[config.mk]
export PLATFORM = sky130hd
export DESIGN_NAME = lcd_ctrl
export DESIGN_NICKNAME = d
export VERILOG_FILES = /design/src/rtl/lcd_pkg.sv /design/src/rtl/lcd_delay_cnt.sv /design/src/rtl/lcd_ctrl.sv
export SDC_FILE = /design/constraint.sdc
export NUM_CORES = 1
export LEC_CHECK = 0
export ABC_AREA = 1
export BUFFER_PORTS_ARGS = -buffer_cell sky130_fd_sc_hd__buf_2
export CORE_MARGIN = 2
export CORE_UTILIZATION = 44
export DETAILED_ROUTE_END_ITERATION = 10
export PLACE_DENSITY = 0.66
export SYNTH_ARGS = -nofsm -noshare
export SYNTH_HDL_FRONTEND = slang
export SYNTH_SLANG_ARGS = --single-unit
[constraint.sdc]
create_clock -name i_clk -period 1.9 [get_ports i_clk]
set_input_delay 0.095 -clock i_clk [delete_from_list [all_inputs] [get_ports i_clk]]
set_output_delay 0.095 -clock i_clk [all_outputs]
set_load 0.02 [all_outputs]
[src/rtl/lcd_pkg.sv]
// Shared types and constants for the HD44780-style LCD controller.
// Defining LCD_INIT_EN adds the power-up init command table.
package lcd_pkg;

  typedef enum logic [2:0] {
    POWERUP,
    INIT,
    IDLE,
    SETUP,
    PULSE,
    HOLD,
    EXEC
  } lcd_state_e;

  localparam int REG_ON_BIT = 31;
  localparam int REG_RS_BIT = 9;

  localparam logic [7:0] CMD_CLEAR = 8'h01;
  localparam logic [7:0] CMD_HOME  = 8'h02;

`ifdef LCD_INIT_EN
  localparam int INIT_LEN = 4;

  function automatic logic [7:0] init_cmd(input logic [2:0] idx);
    case (idx)
      3'd0:    return 8'h38;
      3'd1:    return 8'h0C;
      3'd2:    return 8'h01;
      default: return 8'h06;
    endcase
  endfunction
`endif

  function automatic int max_int(input int a, input int b);
    return (a > b) ? a : b;
  endfunction

  // Clear (0x01) and home (0x02/0x03) are the slow instructions on the panel.
  function automatic logic is_long_cmd(input logic rs, input logic [7:0] data);
    return !rs && ((data == CMD_CLEAR) || (data[7:1] == CMD_HOME[7:1]));
  endfunction

endpackage

[src/rtl/lcd_delay_cnt.sv]
// Loadable down-counter shared by every timed state of the LCD controller;
// a state loaded with N-1 lasts exactly N cycles.
module lcd_delay_cnt #(
  parameter int W = 8
) (
  input  logic         i_clk,
  input  logic         i_reset,
  input  logic         i_load,
  input  logic [W-1:0] i_load_val,
  output logic         o_done
);

  logic [W-1:0] cnt_q;
  logic [W-1:0] cnt_d;

  always_comb begin
    cnt_d = cnt_q;
    if (i_load) begin
      cnt_d = i_load_val;
    end else if (cnt_q != '0) begin
      cnt_d = cnt_q - W'(1);
    end
  end

  always_ff @(posedge i_clk) begin
    if (i_reset) begin
      cnt_q <= '0;
    end else begin
      cnt_q <= cnt_d;
    end
  end

  assign o_done = (cnt_q == '0);

endmodule

[src/rtl/lcd_ctrl.sv]
// LSU-facing HD44780 write controller with a one-deep pending buffer.
// Define LCD_INIT_EN to run the power-up wait and init sequence after reset.
module lcd_ctrl
  import lcd_pkg::*;
#(
  parameter int SETUP_CYC     = 2,
  parameter int EN_HIGH_CYC   = 12,
  parameter int HOLD_CYC      = 2,
  parameter int EXEC_CYC      = 2000,
  parameter int LONG_EXEC_CYC = 82000,
  parameter int POWERUP_CYC   = 750000
) (
  input  logic        i_clk,
  input  logic        i_reset,
  input  logic        i_wr,
  input  logic [31:0] i_lcd_reg,
  input  logic        i_ovf_clr,
  output logic [7:0]  o_lcd_data,
  output logic        o_lcd_rs,
  output logic        o_lcd_rw,
  output logic        o_lcd_en,
  output logic        o_lcd_on,
  output logic        o_busy,
  output logic        o_ovf
);

  localparam int MAX_CYC = max_int(max_int(max_int(SETUP_CYC, EN_HIGH_CYC),
                                           max_int(HOLD_CYC, EXEC_CYC)),
                                   max_int(LONG_EXEC_CYC, POWERUP_CYC));
  localparam int CNT_W = $clog2(MAX_CYC + 1);

  lcd_state_e       state_q, state_d;
  logic [7:0]       data_q, data_d;
  logic             rs_q, rs_d;
  logic             en_q, en_d;
  logic             on_q, on_d;
  logic             ovf_q, ovf_d;
  logic             pend_vld_q, pend_vld_d;
  logic [7:0]       pend_data_q, pend_data_d;
  logic             pend_rs_q, pend_rs_d;
  logic             issue_pend;
  logic             init_more;
  logic             cnt_load;
  logic [CNT_W-1:0] cnt_val;
  logic             cnt_done;
  logic             unused_reg_bits;

  wire        wr_rs   = i_lcd_reg[REG_RS_BIT];
  wire [7:0]  wr_data = i_lcd_reg[7:0];

  assign unused_reg_bits = ^{i_lcd_reg[30:10], i_lcd_reg[8]};

`ifdef LCD_INIT_EN
  localparam lcd_state_e RST_STATE = POWERUP;
  logic [2:0] init_idx_q, init_idx_d;
  logic       pwr_arm_q, pwr_arm_d;

  assign init_more = (init_idx_q < 3'(INIT_LEN));
  // The counter resets to zero, so POWERUP spends its first cycle arming it.
  assign cnt_load  = (state_d != state_q) || ((state_q == POWERUP) && !pwr_arm_q);
`else
  localparam lcd_state_e RST_STATE = IDLE;

  assign init_more = 1'b0;
  assign cnt_load  = (state_d != state_q);
`endif

  always_comb begin
    state_d     = state_q;
    data_d      = data_q;
    rs_d        = rs_q;
    pend_vld_d  = pend_vld_q;
    pend_data_d = pend_data_q;
    pend_rs_d   = pend_rs_q;
    ovf_d       = ovf_q & ~i_ovf_clr;
    on_d        = i_wr ? i_lcd_reg[REG_ON_BIT] : on_q;
    issue_pend  = 1'b0;
`ifdef LCD_INIT_EN
    init_idx_d  = init_idx_q;
    pwr_arm_d   = pwr_arm_q;
`endif

    case (state_q)
      IDLE: begin
        if (pend_vld_q) begin
          state_d    = SETUP;
          data_d     = pend_data_q;
          rs_d       = pend_rs_q;
          issue_pend = 1'b1;
        end else if (i_wr) begin
          state_d = SETUP;
          data_d  = wr_data;
          rs_d    = wr_rs;
        end
      end
      SETUP: if (cnt_done) state_d = PULSE;
      PULSE: if (cnt_done) state_d = HOLD;
      HOLD:  if (cnt_done) state_d = EXEC;
      EXEC: begin
        if (cnt_done) begin
          if (init_more) begin
            state_d = INIT;
          end else if (pend_vld_q) begin
            state_d    = SETUP;
            data_d     = pend_data_q;
            rs_d       = pend_rs_q;
            issue_pend = 1'b1;
          end else begin
            state_d = IDLE;
          end
        end
      end
`ifdef LCD_INIT_EN
      POWERUP: begin
        pwr_arm_d = 1'b1;
        if (pwr_arm_q && cnt_done) state_d = INIT;
      end
      INIT: begin
        state_d    = SETUP;
        data_d     = init_cmd(init_idx_q);
        rs_d       = 1'b0;
        init_idx_d = init_idx_q + 3'd1;
      end
`endif
      default: state_d = IDLE;
    endcase

    // A buffer being issued this cycle is free for the incoming write.
    if (i_wr && !((state_q == IDLE) && !pend_vld_q)) begin
      if (!pend_vld_q || issue_pend) begin
        pend_vld_d  = 1'b1;
        pend_data_d = wr_data;
        pend_rs_d   = wr_rs;
      end else begin
        ovf_d = 1'b1;
      end
    end else if (issue_pend) begin
      pend_vld_d = 1'b0;
    end

    en_d = (state_d == PULSE);
  end

  always_comb begin
    cnt_val = '0;
    case (state_d)
      SETUP:   cnt_val = CNT_W'(SETUP_CYC - 1);
      PULSE:   cnt_val = CNT_W'(EN_HIGH_CYC - 1);
      HOLD:    cnt_val = CNT_W'(HOLD_CYC - 1);
      EXEC:    cnt_val = is_long_cmd(rs_q, data_q) ? CNT_W'(LONG_EXEC_CYC - 1)
                                                   : CNT_W'(EXEC_CYC - 1);
      POWERUP: cnt_val = CNT_W'(POWERUP_CYC - 1);
      default: cnt_val = '0;
    endcase
  end

  lcd_delay_cnt #(.W(CNT_W)) u_delay (
    .i_clk      (i_clk),
    .i_reset    (i_reset),
    .i_load     (cnt_load),
    .i_load_val (cnt_val),
    .o_done     (cnt_done)
  );

  always_ff @(posedge i_clk) begin
    if (i_reset) begin
      state_q     <= RST_STATE;
      data_q      <= '0;
      rs_q        <= 1'b0;
      en_q        <= 1'b0;
      on_q        <= 1'b0;
      ovf_q       <= 1'b0;
      pend_vld_q  <= 1'b0;
      pend_data_q <= '0;
      pend_rs_q   <= 1'b0;
`ifdef LCD_INIT_EN
      init_idx_q  <= '0;
      pwr_arm_q   <= 1'b0;
`endif
    end else begin
      state_q     <= state_d;
      data_q      <= data_d;
      rs_q        <= rs_d;
      en_q        <= en_d;
      on_q        <= on_d;
      ovf_q       <= ovf_d;
      pend_vld_q  <= pend_vld_d;
      pend_data_q <= pend_data_d;
      pend_rs_q   <= pend_rs_d;
`ifdef LCD_INIT_EN
      init_idx_q  <= init_idx_d;
      pwr_arm_q   <= pwr_arm_d;
`endif
    end
  end

  assign o_lcd_data = data_q;
  assign o_lcd_rs   = rs_q;
  assign o_lcd_rw   = 1'b0;
  assign o_lcd_en   = en_q;
  assign o_lcd_on   = on_q;
  assign o_ovf      = ovf_q;
  assign o_busy     = (state_q != IDLE) || pend_vld_q;

endmodule

==> impl_metrics.tcl <==
set metrics [dict create \
    status "finished, final reports clean" \
    power_density_mw_per_mm2 2250 \
    cts_buffers 5 \
    hold_path.startpoint "i_lcd_reg[31]" \
    grt.total_usage_pct 21.0 \
    cts-root-buf "clkbuf_8" \
    syn-num-nets 383 \
    setup_slack_ps 40.6 \
    die_w_um 79.1 \
    cp.required_ps 2130 \
    r2r-start "u_delay.cnt_q[13]" \
    synthMostInstantiatedCell "nand2_1" \
    yosysSeqAreaShare_pct 36.3 \
    dr.pass1.iters 4 \
    crit_chain "nor2_4 > nand2_2 > nor2_4 > nand4_4 > a21oi_4 > nand2_2 > nand2_2 > nand3_4 > inv_4 > buf_12 > o21ai_2 > nor2_1" \
    grt-ovfl-total 0 \
    start_util_pct 45.3 \
    worstSetupPathType "flop to flop" \
    ys_warn_count 0 \
    period_share_pct 97.9 \
    cp_max_fo 8 \
    core_area_mm2 0.00547 \
    insertion_delay_ps 300 \
    synthCells 345 \
    htreeDepth 2 \
    fin_total_pwr_mw 7.38 \
    finalHoldViolCount 0 \
    cpMostUsedCell "nand2_2" \
    area_delta_synth_final_pct 32.6 \
    skew_ps 7.38 \
    whs_ps 18.4 \
    via_count 2408 \
    vias_per_cell 5.05 \
    syn_area_per_cell_um2 7.18 \
    vdd_ir_drop_max_mv 1.22 \
    regToRegSetupSlack_ps 40 \
    antenna_left 0 \
    reg2regPathDepth 12 \
    rsz0062_at_grt "yes" \
    cp_slowest_cell "dfxtp_2" \
    synth.distinct_cells 35 \
    critPathTopFamily "simple AND/OR/NAND/NOR gates" \
    clkSinkCount 45 \
    place_congestion 0.890 \
    drt-initial-drc-count 89 \
    wl_mm 6.35 \
    synthFlopType "dfxtp_1" \
    synthTopCellsByArea "dfxtp_1 (36%), nand2_1 (8.3%), nor2_1 (7.7%)" \
    max_stage_delay_ps 360 \
    antennaDiodeCount 0 \
    cp.arrival_ps 2090 \
    yosysTopAreaCell "dfxtp_1" \
    path_buf_inv 2 \
    slew_violations 0 \
    final_core_util_pct 60.1 \
    r2r_end "u_delay.cnt_q[13]" \
    start_kind "flop" \
    hold_end "o_lcd_on" \
    drive_above_1_share_pct 39.3 \
    grt_max_degree 17 \
    ys_seq_elements 45 \
    holdPathStages 3 \
    dp_hpwl_mm 4.48 \
    grt_pass1_vias 2305 \
    max_freq_mhz 538 \
    wl_per_cell_um 13.3 \
    cts_tree "yes" \
    port_buffers 26 \
    pre_cts_ws_ps -126 \
    drcViolationCount 0 \
    synth.top_cell.area_share_pct 36.3 \
    clockBufferDepth 2 \
    synth_async_sr_flop_share_pct 0 \
    placed_area_mm2 0.00291 \
    tightest_slew_ps 518 \
    synthTopCellsByCount "nand2_1 (55), nor2_1 (51), dfxtp_1 (45)" \
    power_leakage_nw 1.50 \
    final_area_mm2 0.00329 \
    finalSetupViolCount 0 \
    ios 50 \
    hold_path_class "primary input to flop" \
    fin_nets 442 \
    fillerInstances 512 \
    clkSlewWorstSetupHoldPaths_ps 90 \
    row_count 27 \
    die_h_um 79.1 \
    grt_pass1_wl_mm 10.3 \
    syn-cell-area_mm2 0.00248 \
    antenna_found_initial 0 \
    synth-edff-count 0 \
    cap_violations 0 \
    dieArea_mm2 0.00625 \
    slew_headroom_pct 65.1 \
    endpoint_kind "flop" \
    min_period_ps 1860 \
]
-- state kept, by name (all words and copies together), names as in the netlist --
name / cells
pend_data_q: 8
o_lcd_data: 8
o_ovf: 1
u_delay.cnt_q: 20
o_lcd_rs: 1
pend_rs_q: 1
state_q: 3
pend_vld_q: 1
o_lcd_on: 1
o_lcd_en: 1
-- power by group --
part | internal (mW) | switching, mW | total (mW)
combinational | 2.21 | 3.02 | 5.24
sequential | 1.28 | 0.238 | 1.52
clock | 0.266 | 0.358 | 0.624
total | 3.76 | 3.62 | 7.38
-- cell type report --
type	instances	area (um2)	area share [%]
multi-input cells	247	1580	48.0
flip-flops and latches	45	908	27.6
clock inverters	3	25.0	0.761
well taps	72	90.1	2.74
inverters	44	171	5.22
repair buffers	61	445	13.6
clock buffers	5	68.8	2.09
-- per-layer routing --
layer | vias up | routed length [um] | global-route usage (%) | part of all wire (%)
li1 | 1227 | - | - | -
met1 | 1114 | 2760 | 25.4 | 43
met2 | 56 | 3220 | 36.6 | 51
met3 | 11 | 235 | 5.11 | 3.7
met4 | 0 | 138 | 7.07 | 2.2
met5 | - | 0 | 0 | 0
-- layout by cell type, fill, tap and decap left out, types with 3 or more instances in the layout --
master	n
nor2_1	45
clkbuf_8	5
buf_4	28
nor2_2	10
nor2_4	12
dfxtp_2	6
nand3_1	13
mux2_2	9
nand2_2	16
o211ai_1	6
nand3_2	5
o21ai_0	7
buf_6	4
nor3_2	3
o21ai_1	13
xor2_1	11
xnor2_1	4
buf_12	3
a21oi_2	3
dfxtp_1	39
o21ai_2	5
nand2_1	43
inv_2	8
buf_2	26
nor4_1	3
a21oi_1	18
inv_1	34
nand4_1	4
-- logic make-up (layout without fill, tap and decap cells) --
logic type,count (synthesis),count (layout),synth area share (%)
mux,9,9,4.09
compound gates,58,58,12.9
fa+ha+maj,2,2,1.01
xor+xnor,15,15,5.30
buf+inv,53,113,8.68
flops,45,45,36.3
other cells,1,1,0.151
simple gates,162,162,31.5
-- metrics by stage --
stage,cells,TNS (ps)
final,477,0
after global routing,477,-1040
after CTS,476,0
after detailed placement,464,-945
after global placement,464,-152
after floorplan,345,0
-- how the worst max path moves through the flow --
stage          slack (ps)  depth (start not counted)           endpoint         startpoint
2_1_floorplan          90                         14  u_delay.cnt_q[10]   u_delay.cnt_q[0]
3_3_place_gp          -90                         12      o_lcd_data[7]   u_delay.cnt_q[0]
3_5_place_dp         -130                         12      o_lcd_data[7]   u_delay.cnt_q[1]
4_1_cts                10                         12  u_delay.cnt_q[13]   u_delay.cnt_q[6]
5_1_grt               -90                         15   u_delay.cnt_q[0]   u_delay.cnt_q[2]
6_report               40                         12  u_delay.cnt_q[13]  u_delay.cnt_q[13]
-- worst min-delay path, delay by kind of cell --
kind / cells / cell delay (ps)
and+or+nand+nor: 2 / 110
buffers and inverters: 1 / 70
-- what timing repair did --
action / 4_1_cts / 5_1_grt
hold buffers: 0 / 0
endpoints found under the setup margin: 28 / 39
setup buffers: 4 / 1
gates resized for setup: 19 / 60
pin swaps: 8 / 16
Note: power is estimated with default switching activity, not from simulation.
